## config.mk

```make
export PLATFORM = sky130hd
export DESIGN_NAME = sram_dp_ctrl
export DESIGN_NICKNAME = d
export VERILOG_FILES = /design/src/rtl/sram_dp_ctrl.sv
export SDC_FILE = /design/constraint.sdc
export NUM_CORES = 1
export LEC_CHECK = 0
export BUFFER_PORTS_ARGS = -buffer_cell sky130_fd_sc_hd__clkbuf_2
export CAP_MARGIN = 20
export CORE_UTILIZATION = 49
export DETAILED_ROUTE_END_ITERATION = 8
export GPL_TIMING_DRIVEN = 1
export PLACE_DENSITY = 0.8
export SYNTH_ARGS = -nofsm -noshare
export SYNTH_HDL_FRONTEND = slang
export SYNTH_SLANG_ARGS = --single-unit
```

## constraint.sdc

```tcl
create_clock -name clk -period 1.9 [get_ports clk]
set_input_delay 0.38 -clock clk [delete_from_list [all_inputs] [get_ports clk]]
set_output_delay 0.38 -clock clk [all_outputs]
set_load 0.03 [all_outputs]
```

## src/rtl/sram_dp_ctrl.sv

```systemverilog
// Initiator-side controller for a 16x8 dual-port synchronous SRAM: valid/ready request channels,
// in-order back-pressurable read responses. Define SRAM_DP_CTRL_FWD_EN to forward colliding writes instead of stalling reads.
module sram_dp_ctrl #(
    parameter int DATA_W    = 8,
    parameter int ADDR_W    = 4,
    parameter int RD_LAT    = 1,
    parameter int RSP_DEPTH = 2
) (
    input  logic              clk,
    input  logic              rst_n,
    input  logic              wr_valid,
    output logic              wr_ready,
    input  logic [ADDR_W-1:0] wr_addr,
    input  logic [DATA_W-1:0] wr_data,
    input  logic              rd_valid,
    output logic              rd_ready,
    input  logic [ADDR_W-1:0] rd_addr,
    output logic              rsp_valid,
    input  logic              rsp_ready,
    output logic [DATA_W-1:0] rsp_data,
    output logic              mem_rst,
    output logic              mem_wr_en,
    output logic              mem_rd_en,
    output logic [ADDR_W-1:0] mem_wr_addr,
    output logic [ADDR_W-1:0] mem_rd_addr,
    output logic [DATA_W-1:0] mem_data_in,
    input  logic [DATA_W-1:0] mem_data_out
);

    localparam int PTR_W = $clog2(RSP_DEPTH);
    localparam int CNT_W = $clog2(RSP_DEPTH + 1);
    localparam int OUT_W = $clog2(RSP_DEPTH + RD_LAT + 2);

    typedef enum logic {ST_INIT, ST_RUN} state_t;

    state_t state, state_next;
    logic   run;

    logic              wr_fire, rd_fire, collide, credit_ok;
    logic [RD_LAT:0]   rd_pipe;
    logic [OUT_W-1:0]  inflight, outstanding;

    logic [DATA_W-1:0] fifo_mem [RSP_DEPTH];
    logic [PTR_W-1:0]  wr_ptr, rd_ptr;
    logic [CNT_W-1:0]  fifo_count;
    logic              push, pop;
    logic [DATA_W-1:0] push_data;

    function automatic logic [PTR_W-1:0] ptr_inc(input logic [PTR_W-1:0] p);
        return (p == PTR_W'(RSP_DEPTH - 1)) ? '0 : p + PTR_W'(1);
    endfunction

    always_ff @(posedge clk or negedge rst_n) begin
        if (!rst_n) state <= ST_INIT;
        else        state <= state_next;
    end

    always_comb begin
        state_next = state;
        case (state)
            ST_INIT: state_next = ST_RUN;
            ST_RUN:  state_next = ST_RUN;
            default: state_next = ST_INIT;
        endcase
    end

    always_comb begin
        mem_rst = (state == ST_INIT);
        run     = (state == ST_RUN);
    end

    always_comb begin
        inflight = '0;
        for (int i = 0; i <= RD_LAT; i++) inflight = inflight + OUT_W'(rd_pipe[i]);
    end

    assign outstanding = OUT_W'(fifo_count) + inflight;
    assign credit_ok   = (outstanding < OUT_W'(RSP_DEPTH));
    assign wr_ready    = run;
    assign wr_fire     = wr_valid & wr_ready;
    assign collide     = wr_fire & rd_valid & (wr_addr == rd_addr);
`ifdef SRAM_DP_CTRL_FWD_EN
    assign rd_ready    = run & credit_ok;
`else
    // Stalling the read lets the write land first, so next cycle's read sees new data.
    assign rd_ready    = run & credit_ok & ~collide;
`endif
    assign rd_fire     = rd_valid & rd_ready;

    always_ff @(posedge clk or negedge rst_n) begin
        if (!rst_n) begin
            mem_wr_en   <= 1'b0;
            mem_rd_en   <= 1'b0;
            mem_wr_addr <= '0;
            mem_rd_addr <= '0;
            mem_data_in <= '0;
        end else begin
            mem_wr_en <= wr_fire;
            mem_rd_en <= rd_fire;
            if (wr_fire) begin
                mem_wr_addr <= wr_addr;
                mem_data_in <= wr_data;
            end
            if (rd_fire) mem_rd_addr <= rd_addr;
        end
    end

    // Stage k is set k edges after accept; the last stage marks the capture edge.
    always_ff @(posedge clk or negedge rst_n) begin
        if (!rst_n) rd_pipe <= '0;
        else        rd_pipe <= {rd_pipe[RD_LAT-1:0], rd_fire};
    end

`ifdef SRAM_DP_CTRL_FWD_EN
    logic [RD_LAT:0]   fwd_pipe;
    logic [DATA_W-1:0] fwd_data [RD_LAT+1];

    always_ff @(posedge clk or negedge rst_n) begin
        if (!rst_n) begin
            fwd_pipe <= '0;
            for (int i = 0; i <= RD_LAT; i++) fwd_data[i] <= '0;
        end else begin
            fwd_pipe    <= {fwd_pipe[RD_LAT-1:0], rd_fire & collide};
            fwd_data[0] <= wr_data;
            for (int i = 1; i <= RD_LAT; i++) fwd_data[i] <= fwd_data[i-1];
        end
    end

    assign push_data = fwd_pipe[RD_LAT] ? fwd_data[RD_LAT] : mem_data_out;
`else
    assign push_data = mem_data_out;
`endif

    assign push      = rd_pipe[RD_LAT];
    assign rsp_valid = (fifo_count != '0);
    assign pop       = rsp_valid & rsp_ready;
    assign rsp_data  = fifo_mem[rd_ptr];

    always_ff @(posedge clk or negedge rst_n) begin
        if (!rst_n) begin
            wr_ptr     <= '0;
            rd_ptr     <= '0;
            fifo_count <= '0;
            for (int i = 0; i < RSP_DEPTH; i++) fifo_mem[i] <= '0;
        end else begin
            if (push) begin
                fifo_mem[wr_ptr] <= push_data;
                wr_ptr           <= ptr_inc(wr_ptr);
            end
            if (pop) rd_ptr <= ptr_inc(rd_ptr);
            case ({push, pop})
                2'b10:   fifo_count <= fifo_count + CNT_W'(1);
                2'b01:   fifo_count <= fifo_count - CNT_W'(1);
                default: fifo_count <= fifo_count;
            endcase
        end
    end

endmodule
```

==> flow_metrics.env <==
export IMPL_synth_ff_type="dfrtp_1"
export IMPL_hpwl_microns=2270
export IMPL_tightest_slew_ps=519.5
export IMPL_first_iter_violations=37
export IMPL_skew_ps=6.535
export IMPL_grt_pass1_vias=1185
export IMPL_synth_top_area_cell="dfrtp_1"
export IMPL_yosys_cell_types_count=24
export IMPL_io_buffers=58
export IMPL_antennaDiodeCount=0
export IMPL_root_buffer="clkbuf_4"
export IMPL_p_leak_nw=1.076
export IMPL_yosysMostFrequentCell="dfrtp_1"
export IMPL_min_period_ps=1874
export IMPL_die_area_sq_um=3723
export IMPL_powerDensity_nw_per_um2=1615
export IMPL_worstReg2RegStart="fifo_count[0]"
export IMPL_clk_pin_slew_ps=110
export IMPL_slew_headroom=0.6528
export IMPL_setup_ws_ps=26.18
export IMPL_wl_microns=3133
export IMPL_synth_cell_area_sq_um=1707
export IMPL_n_fill_cell=256
export IMPL_stdcell_count=229
export IMPL_placed_cell_area_sq_um=2053
export IMPL_area_growth_syn_to_layout_pct=29.47
export IMPL_grt_use_total=0.1872
export IMPL_postRouteAntennaNets=0
export IMPL_drcViolationCount=0
export IMPL_clock_latency_ps=340
export IMPL_max_freq_mhz=533.7
export IMPL_drv_cap=0
export IMPL_timing_final_crit_share=0.9862
export IMPL_crit_fanout=3
export IMPL_synth_top_cell_area_share=0.5865
export IMPL_chipHeight_microns=61.02
export IMPL_globalplace_congestion=0.7263
export IMPL_startpoint="fifo_count[0]"
export IMPL_cts_tree="yes"
export IMPL_ys_ff_latch=40
export IMPL_die_w_microns=61.02
export IMPL_finalNetCount=214
export IMPL_start_util=0.5114
export IMPL_io_pins=59
export IMPL_maxSlewViolCount=0
export IMPL_setup_viol=0
export IMPL_antenna_found_initial=0
export IMPL_placed_cells=218
export IMPL_via_per_inst=4.939
export IMPL_synth_warnings=0
export IMPL_finalHoldViolCount=0
export IMPL_setup_worst_path_end_class="output pin"
export IMPL_register_area_sq_um=1002
export IMPL_syn_instance_count=115
export IMPL_synthTopCellsByArea="dfrtp_1 59%, mux2_2 24%, xor2_1 3.1%"
export IMPL_core_sq_um=3337
export IMPL_synth_area_per_cell_sq_um=14.84
export IMPL_seq_area_frac_synth=0.5865
export IMPL_cts_htree_levels=2
export IMPL_cts_buffer_depth=2
export IMPL_yosys_top_cells_count="40 x dfrtp_1, 36 x mux2_2, 6 x xor2_1"
export IMPL_cts_buffers_inserted=5
export IMPL_grt_max_degree=41
export IMPL_fin_area_sq_um=2210
export IMPL_status="finished, final reports clean"
export IMPL_vias=1131
export IMPL_multiInputGateArea_sq_um=703.2
export IMPL_synthArstFlopShare=1.000
export IMPL_synth_edf_count=0
export IMPL_criticalPathCategory="flop to output pin"
export IMPL_syn_nets=146
export IMPL_min_path_type="primary input to asynchronous set/reset pin"
export IMPL_num_rows=21
export IMPL_hold_ws_ps=81.24
export IMPL_grt_pass1_wl_microns=4968
export IMPL_ir_drop_mv=0.7933
export IMPL_drtPass1Iterations=4
export IMPL_dp_slack_ps=163.1
export IMPL_required_ps=1520
export IMPL_final_util=0.6622
export IMPL_routedWlPerCell_microns=13.68
export IMPL_grt_ovfl_total=0
export IMPL_cts_sinks=40
export IMPL_cp_arrival_ps=1490
export IMPL_worstSetupStartpointType="flop"
export IMPL_drive_gt1_frac=0.6557
-- power breakdown --
part | switching (mW) | internal, mW | leakage [nW]
Sequential | 0.217 | 1.16 | 0.475
Clock | 0.264 | 0.403 | 0.0513
Combinational | 0.851 | 0.671 | 0.549
-- registers in the layout, indices dropped and copies added, names as in the netlist --
register,flops
fifo_count,2
fifo_mem,16
mem_data_in,8
mem_rd_addr,4
mem_wr_addr,4
mem_wr_en,1
rd_pipe,2
rd_ptr,1
wr_ptr,1
wr_ready,1
-- critical path, cell delays in order, from the launching register on --
cell and delay, ps:
dfrtp_1 410, ha_2 290, nand2_2 70, nand3_2 80
a21oi_2 160, buf_6 150
-- final cells by class --
class	instances	share of cell area
clock inverters	2	0.02718
flip-flops and latches	40	0.4536
well taps	46	0.02605
inverters	4	0.006795
multi-input cells	69	0.3182
repair buffers	63	0.1512
clock buffers	5	0.01699
-- cell usage in the layout (no fill, tap or decap) --
cell type   n
nand2_1     3
mux2_4      3
ha_2        1
a21oi_2     2
xor2_1      6
nor2_4      1
nand4_1     1
mux2i_1     1
bufinv_16   2
dfrtp_1    39
or2_2       1
xnor2_1     3
conb_1      1
buf_4       5
clkbuf_2   57
o2bb2ai_1   1
buf_6       1
inv_1       4
nor2_2      1
a22oi_1     1
nor2_1      1
nor4_4      1
ha_1        1
mux2_2     36
dfrtp_2     1
nand3_2     2
nand2_2     1
and2_1      1
clkbuf_4    5
-- per-layer routing --
layer	up-vias	wire length [microns]	track usage
li1	534	-	-
met1	547	1238	0.1983
met2	45	1648	0.3422
met3	5	203	0.06303
met4	0	42	0.07468
met5	-	0	0
-- path summary, 6_finish.rpt --
path / to / slack, ps / cells past startpoint
setup / recovery: rd_ready / 30 / 5
hold / removal: fifo_count[0] / 80 / 2
setup reg to reg: mem_rd_addr[1] / 110 / 6
hold reg to reg: rd_pipe[1] / 430 / 0
max in group asynchronous: rd_ptr / 1460 / 2
min in group clk: mem_rd_addr[0] / 250 / 2
-- through the flow --
| step | setup TNS [ps] | power [mW] |
|---|---|---|
| 3_3_place_gp | 0 | 2.777 |
| 2_1_floorplan | 0 | 2.444 |
| 5_1_grt | -48.72 | 3.769 |
| 3_5_place_dp | 0 | 2.844 |
| 6_report | 0 | 3.568 |
| 4_1_cts | -72.96 | 3.526 |
-- what timing repair did --
action                     4_1_cts  5_1_grt
setup endpoints to repair        9        1
hold buffers                     0        0
pin swaps                        0        5
resized for setup                2        8
setup buffers                    1        3
-- cell families (layout without fill, tap and decap cells) --
| logic type | after synthesis | in the layout | share of synthesized area |
|---|---|---|---|
| XOR/XNOR | 9 | 9 | 0.04619 |
| AO/OA/AOI/OAI | 4 | 4 | 0.01760 |
| flip-flops | 40 | 40 | 0.5865 |
| other | 1 | 1 | 0.002197 |
| adder cells (fa/ha/maj) | 2 | 2 | 0.01466 |
| AND/OR/NAND/NOR | 13 | 13 | 0.04913 |
| multiplexers | 40 | 40 | 0.2698 |
| buffers and inverters | 6 | 74 | 0.01392 |
(Power assumes the default switching activity.)
